--- config.mk ---
export PLATFORM = sky130hd
export DESIGN_NAME = stack_arbiter
export DESIGN_NICKNAME = d
export VERILOG_FILES = /design/src/rtl/stack_arbiter.sv
export SDC_FILE = /design/constraint.sdc
export NUM_CORES = 1
export LEC_CHECK = 0
export ABC_AREA = 1
export ABC_CLOCK_PERIOD_IN_PS = 2830
export CAP_MARGIN = 20
export CORE_MARGIN = 5
export CORE_UTILIZATION = 43
export DETAILED_ROUTE_END_ITERATION = 10
export GPL_TIMING_DRIVEN = 0
export PLACE_DENSITY = 0.79
export SETUP_SLACK_MARGIN = 0.05
export SLEW_MARGIN = 20
export SYNTH_ARGS = -nofsm -noshare
export SYNTH_HDL_FRONTEND = slang
export SYNTH_SLANG_ARGS = --single-unit
--- constraint.sdc ---
create_clock -name clk -period 2.83 [get_ports clk]
set_input_delay 0.283 -clock clk [delete_from_list [all_inputs] [get_ports clk]]
set_output_delay 0.283 -clock clk [all_outputs]
set_load 0.01 [all_outputs]
--- src/rtl/stack_arbiter.sv ---
// Two-requester arbiter in front of a push/pop stack datapath.
// One operation in flight; over/underflow rejected locally without a stack command.
//
// state | meaning
// IDLE  | grant one valid requester, round-robin when both are valid
// CMD   | single-cycle stk_req strobe carrying the latched op
// WAIT  | hold until stk_ack, then update occupancy
// RESP  | single-cycle rsp_valid with latched id/err/rdata
module stack_arbiter #(
    parameter int WIDTH = 8,
    parameter int DEPTH = 256,
    localparam int CW = $clog2(DEPTH) + 1
) (
    input  logic             clk,
    input  logic             rst_n,
    input  logic             rq0_valid,
    input  logic             rq0_push,
    input  logic [WIDTH-1:0] rq0_wdata,
    output logic             rq0_ready,
    input  logic             rq1_valid,
    input  logic             rq1_push,
    input  logic [WIDTH-1:0] rq1_wdata,
    output logic             rq1_ready,
    output logic             rsp_valid,
    output logic             rsp_id,
    output logic             rsp_err,
    output logic [WIDTH-1:0] rsp_rdata,
    output logic             stk_req,
    output logic             stk_push,
    output logic [WIDTH-1:0] stk_wdata,
    input  logic             stk_ack,
    input  logic [WIDTH-1:0] stk_rdata,
    output logic [CW-1:0]    count,
    output logic             full,
    output logic             empty
);

    typedef enum logic [1:0] {IDLE, CMD, WAIT, RESP} state_t;

    state_t           state, state_nxt;
    logic             ptr;
    logic             grant_id;
    logic             grant_push;
    logic [WIDTH-1:0] grant_wdata;
    logic             xfer;
    logic             xfer_err;
    logic             op_id;
    logic             op_push;
    logic             op_err;
    logic [WIDTH-1:0] op_data;
    logic [WIDTH-1:0] rdata_q;
    logic [CW-1:0]    count_q;

    assign full  = (count_q == CW'(DEPTH));
    assign empty = (count_q == '0);
    assign count = count_q;

    assign stk_push  = op_push;
    assign stk_wdata = op_data;
    assign rsp_id    = op_id;
    assign rsp_err   = op_err;
    assign rsp_rdata = rdata_q;

    always_comb begin
        grant_id    = (rq0_valid & rq1_valid) ? ptr : rq1_valid;
        grant_push  = grant_id ? rq1_push : rq0_push;
        grant_wdata = grant_id ? rq1_wdata : rq0_wdata;
        xfer_err    = grant_push ? full : empty;
        xfer        = 1'b0;
        rq0_ready   = 1'b0;
        rq1_ready   = 1'b0;
        stk_req     = 1'b0;
        rsp_valid   = 1'b0;
        state_nxt   = state;
        case (state)
            IDLE: begin
                // Gated by rst_n so no handshake is ever shown while in reset
                xfer      = rst_n & (rq0_valid | rq1_valid);
                rq0_ready = xfer & ~grant_id;
                rq1_ready = xfer & grant_id;
                if (xfer) state_nxt = xfer_err ? RESP : CMD;
            end
            CMD: begin
                stk_req   = 1'b1;
                state_nxt = WAIT;
            end
            WAIT: begin
                if (stk_ack) state_nxt = RESP;
            end
            RESP: begin
                rsp_valid = 1'b1;
                state_nxt = IDLE;
            end
            default: state_nxt = IDLE;
        endcase
    end

    always_ff @(posedge clk) begin
        if (!rst_n) state <= IDLE;
        else        state <= state_nxt;
    end

    always_ff @(posedge clk) begin
        if (!rst_n) begin
            ptr     <= 1'b0;
            op_id   <= 1'b0;
            op_push <= 1'b0;
            op_err  <= 1'b0;
            op_data <= '0;
            rdata_q <= '0;
            count_q <= '0;
        end else begin
            if (xfer) begin
                ptr     <= ~grant_id;
                op_id   <= grant_id;
                op_push <= grant_push;
                op_data <= grant_wdata;
                op_err  <= xfer_err;
                rdata_q <= '0;
            end
            if (state == WAIT && stk_ack) begin
                if (!op_push) rdata_q <= stk_rdata;
                if (op_push && !full)       count_q <= count_q + CW'(1);
                else if (!op_push && !empty) count_q <= count_q - CW'(1);
            end
        end
    end

endmodule

==> metrics.txt <==
count leader, synth=nand2_1; vias in the first global route=1621; Slew Viols, Final=0; Root Driver=clkbuf_8; Synth Area in Compound Gates=20.32%; leading post-synthesis cells by cell area=dfxtp_1 37%, nand2_1 14%, ha_1 8.3%; CP Cell Sequence=clkdlybuf4s50_1 > o21ai_1 > inv_1 > nand2_2 > nor2_1 > buf_2 > clkdlybuf4s50_1; ys flop type=dfxtp_1; DR WL/cell=13.25 um; r2r startpoint=count[0]; top cells by count, synth=63 x nand2_1, 31 x dfxtp_1, 26 x a21oi_1; FILL cells=332; RSZ-0062 raised after global routing=no; skew final=0.003362 ns; final std cells w/o fill=348; worst reg-to-reg path cell count=14; total number of vias=1729; Worst-Margin Slew=0.4782 ns; post-synthesis net count=271; #FFs+latches synth=31; CP required=2.55 ns; share of layout cells above drive strength 1=6.667%; Crit path top cell by count=clkdlybuf4s50_1; I/O pin count=65; Hold Fails Final Rpt=0; CP max stage cell=clkdlybuf4s50_1; RR Endpoint=count[8]; Post-synth EDFFs=0; placed cell count=340; hold path depth=2; Pwr Density=854.5 nW/um2; FP Rows=22; Yosys warnings=0; max incr delay on CP=0.58 ns; xor and xnor area share after synthesis=3.172%; grt total ovfl=0; post-synth top area cell=dfxtp_1; Synth Area in Adders=9.517%; startpoint types=input port; multiplexer share of the synthesized area=0%; HPWL Detailed=3462 um; Final TNS setup=0 ns; synthesized area=1657 um2; first-pass GRT wire length=7679 um; VDD IR max=0.5843 mV; asr flop ratio synth=0%; Cell variety after synth=30; Min-Delay Endpoint=rsp_rdata[5]; routed wire length=4610 um; CTS max path bufs=2; Num Clock Sinks=31; total track usage=18.60%; Syn Inst Count=228; final worst path period need=2.370 ns; fin crit share=83.76%; CP Buf/Inv Count=4; drt first pass iters=4; CTS tree=done; Die X=72.07 um; final routed DRC violation total=0; 1st-iter DRT viols=118; LEAKAGE=1.043 nW; Crit. End Element=output port; final antenna-violating net count=0; Hold Slack=0.4618 ns; top cell type's share of synthesized area=37.46%; H-tree depth=2; Arr. time, crit path=2.09 ns; GP Congestion=0.8803; Final #Nets=342; Avg Cell Area, Syn=7.266 um2; register area=620.6 um2; simple-gate share of the synthesized area=21.37%; number of max-cap violations=0; synth-to-layout area growth=49.40%; Core Box Area=3689 um2; total die area=5194 um2; Starting Density=44.91%; Clock transition at path regs=0.06 ns; HP Class=flip-flop to flip-flop; antenna cells=0; cts hold-fix bufs=0; R2R setup slack=0.52 ns; die height=72.07 um; worst setup path start=rq1_valid; CTS Buf Count=5; number of antenna violations at the first check in global routing=0; pin count of the biggest net entering global routing=11; largest family of logic cells by synthesized area=simple AND/OR/NAND/NOR gates; Crit Path Max Fanout=10; Post-CTS Resized=0; Post-CTS Setup Bufs=0; f_max=421.9 MHz; Hold Startpoint=rsp_rdata[5]; post-synthesis sequential area ratio=37.46%; Clk Latency, worst-skew pair=0.28 ns; Vias/cell=4.968; IO buf count=64; status=completed; area taken by multi-input logic gates=900.9 um2; cell family with most CP delay=buffers and inverters; Slew headroom=68.12%; endpoints failing setup=0; crit path kind=input port to output port
layer usage:
| layer | part of all wire (%) | vias up | global-route usage [%] |
|---|---|---|---|
| li1 | - | 892 | - |
| met1 | 45 | 780 | 24.28 |
| met2 | 48 | 49 | 29.83 |
| met3 | 5.5 | 8 | 5.125 |
| met4 | 1.6 | 0 | 5.637 |
| met5 | 0 | - | 0 |
worst max path at each step:
stage,cells past startpoint,slack [ns],endpoint
floorplan,14,0.82,count[8]
global placement,6,0.49,rq0_ready
detailed placement,7,0.51,rq1_ready
CTS,7,0.45,rq1_ready
global route,14,0.26,count[8]
finish,7,0.46,rq1_ready
state kept, by name, indices dropped and copies added (netlist names):
register	count
ptr	1
rsp_err	1
rsp_id	1
stk_wdata	8
stk_push	1
rsp_rdata	8
state	2
count	9
cell type report:
| cell class | count | share of cell area (%) |
|---|---|---|
| flip-flops and latches | 31 | 25.08 |
| inverters | 25 | 3.792 |
| clock inverters | 2 | 1.416 |
| repair buffers | 64 | 25.88 |
| well taps | 48 | 2.427 |
| multi-input cells | 164 | 36.40 |
| clock buffers | 6 | 3.337 |
| plain buffers | 8 | 1.668 |
metrics by stage:
stage	util (%)	instance area, um2	power [W]	worst slack (ns)
2_1_floorplan	-	1657	0.001261	0.8178
3_3_place_gp	63.91	2357	0.001635	0.4853
3_5_place_dp	63.91	2357	0.001664	0.5135
4_1_cts	67.10	2475	0.002123	0.4534
5_1_grt	67.10	2475	0.002289	0.2643
6_report	67.10	2475	0.002115	0.4597
tightest hold or removal path, delay by kind of cell, from the launching register on:
kind | cells | cell delay (ns)
AND/OR/NAND/NOR | 1 | 0.06
flip-flops | 1 | 0.31
AO/OA/AOI/OAI | 1 | 0.05
report_power, final:
part	switching, W	internal [W]
clock network	0.000168	0.000285
registers	0.0000690	0.000529
logic	0.000576	0.000489
total	0.000813	0.00130
placed cells by master, fill, tap and decap left out, types with 2 or more instances in the layout:
cell type        Yosys  layout
a211oi_1             2       2
a21oi_1             26      26
a31oi_1              8       8
buf_2                3       3
clkbuf_1             3       3
clkbuf_8             0       6
clkdlybuf4s50_1      0      64
dfxtp_1             31      31
ha_1                11      11
inv_1               25      25
nand2_1             63      63
nand2_2              2       2
nand3_1              5       5
nor2_1               9       9
nor2_2               2       2
o21ai_0             17      17
o21ai_1              2       2
xnor2_1              3       3
xor2_1               3       3
kinds of logic after synthesis:
| family | count (synthesis) |
|---|---|
| xor+xnor | 6 |
| fa+ha+maj | 12 |
| compound gates | 61 |
| flops | 31 |
| buf+inv | 33 |
| simple gates | 85 |
Note: power is estimated with default switching activity, not from simulation.
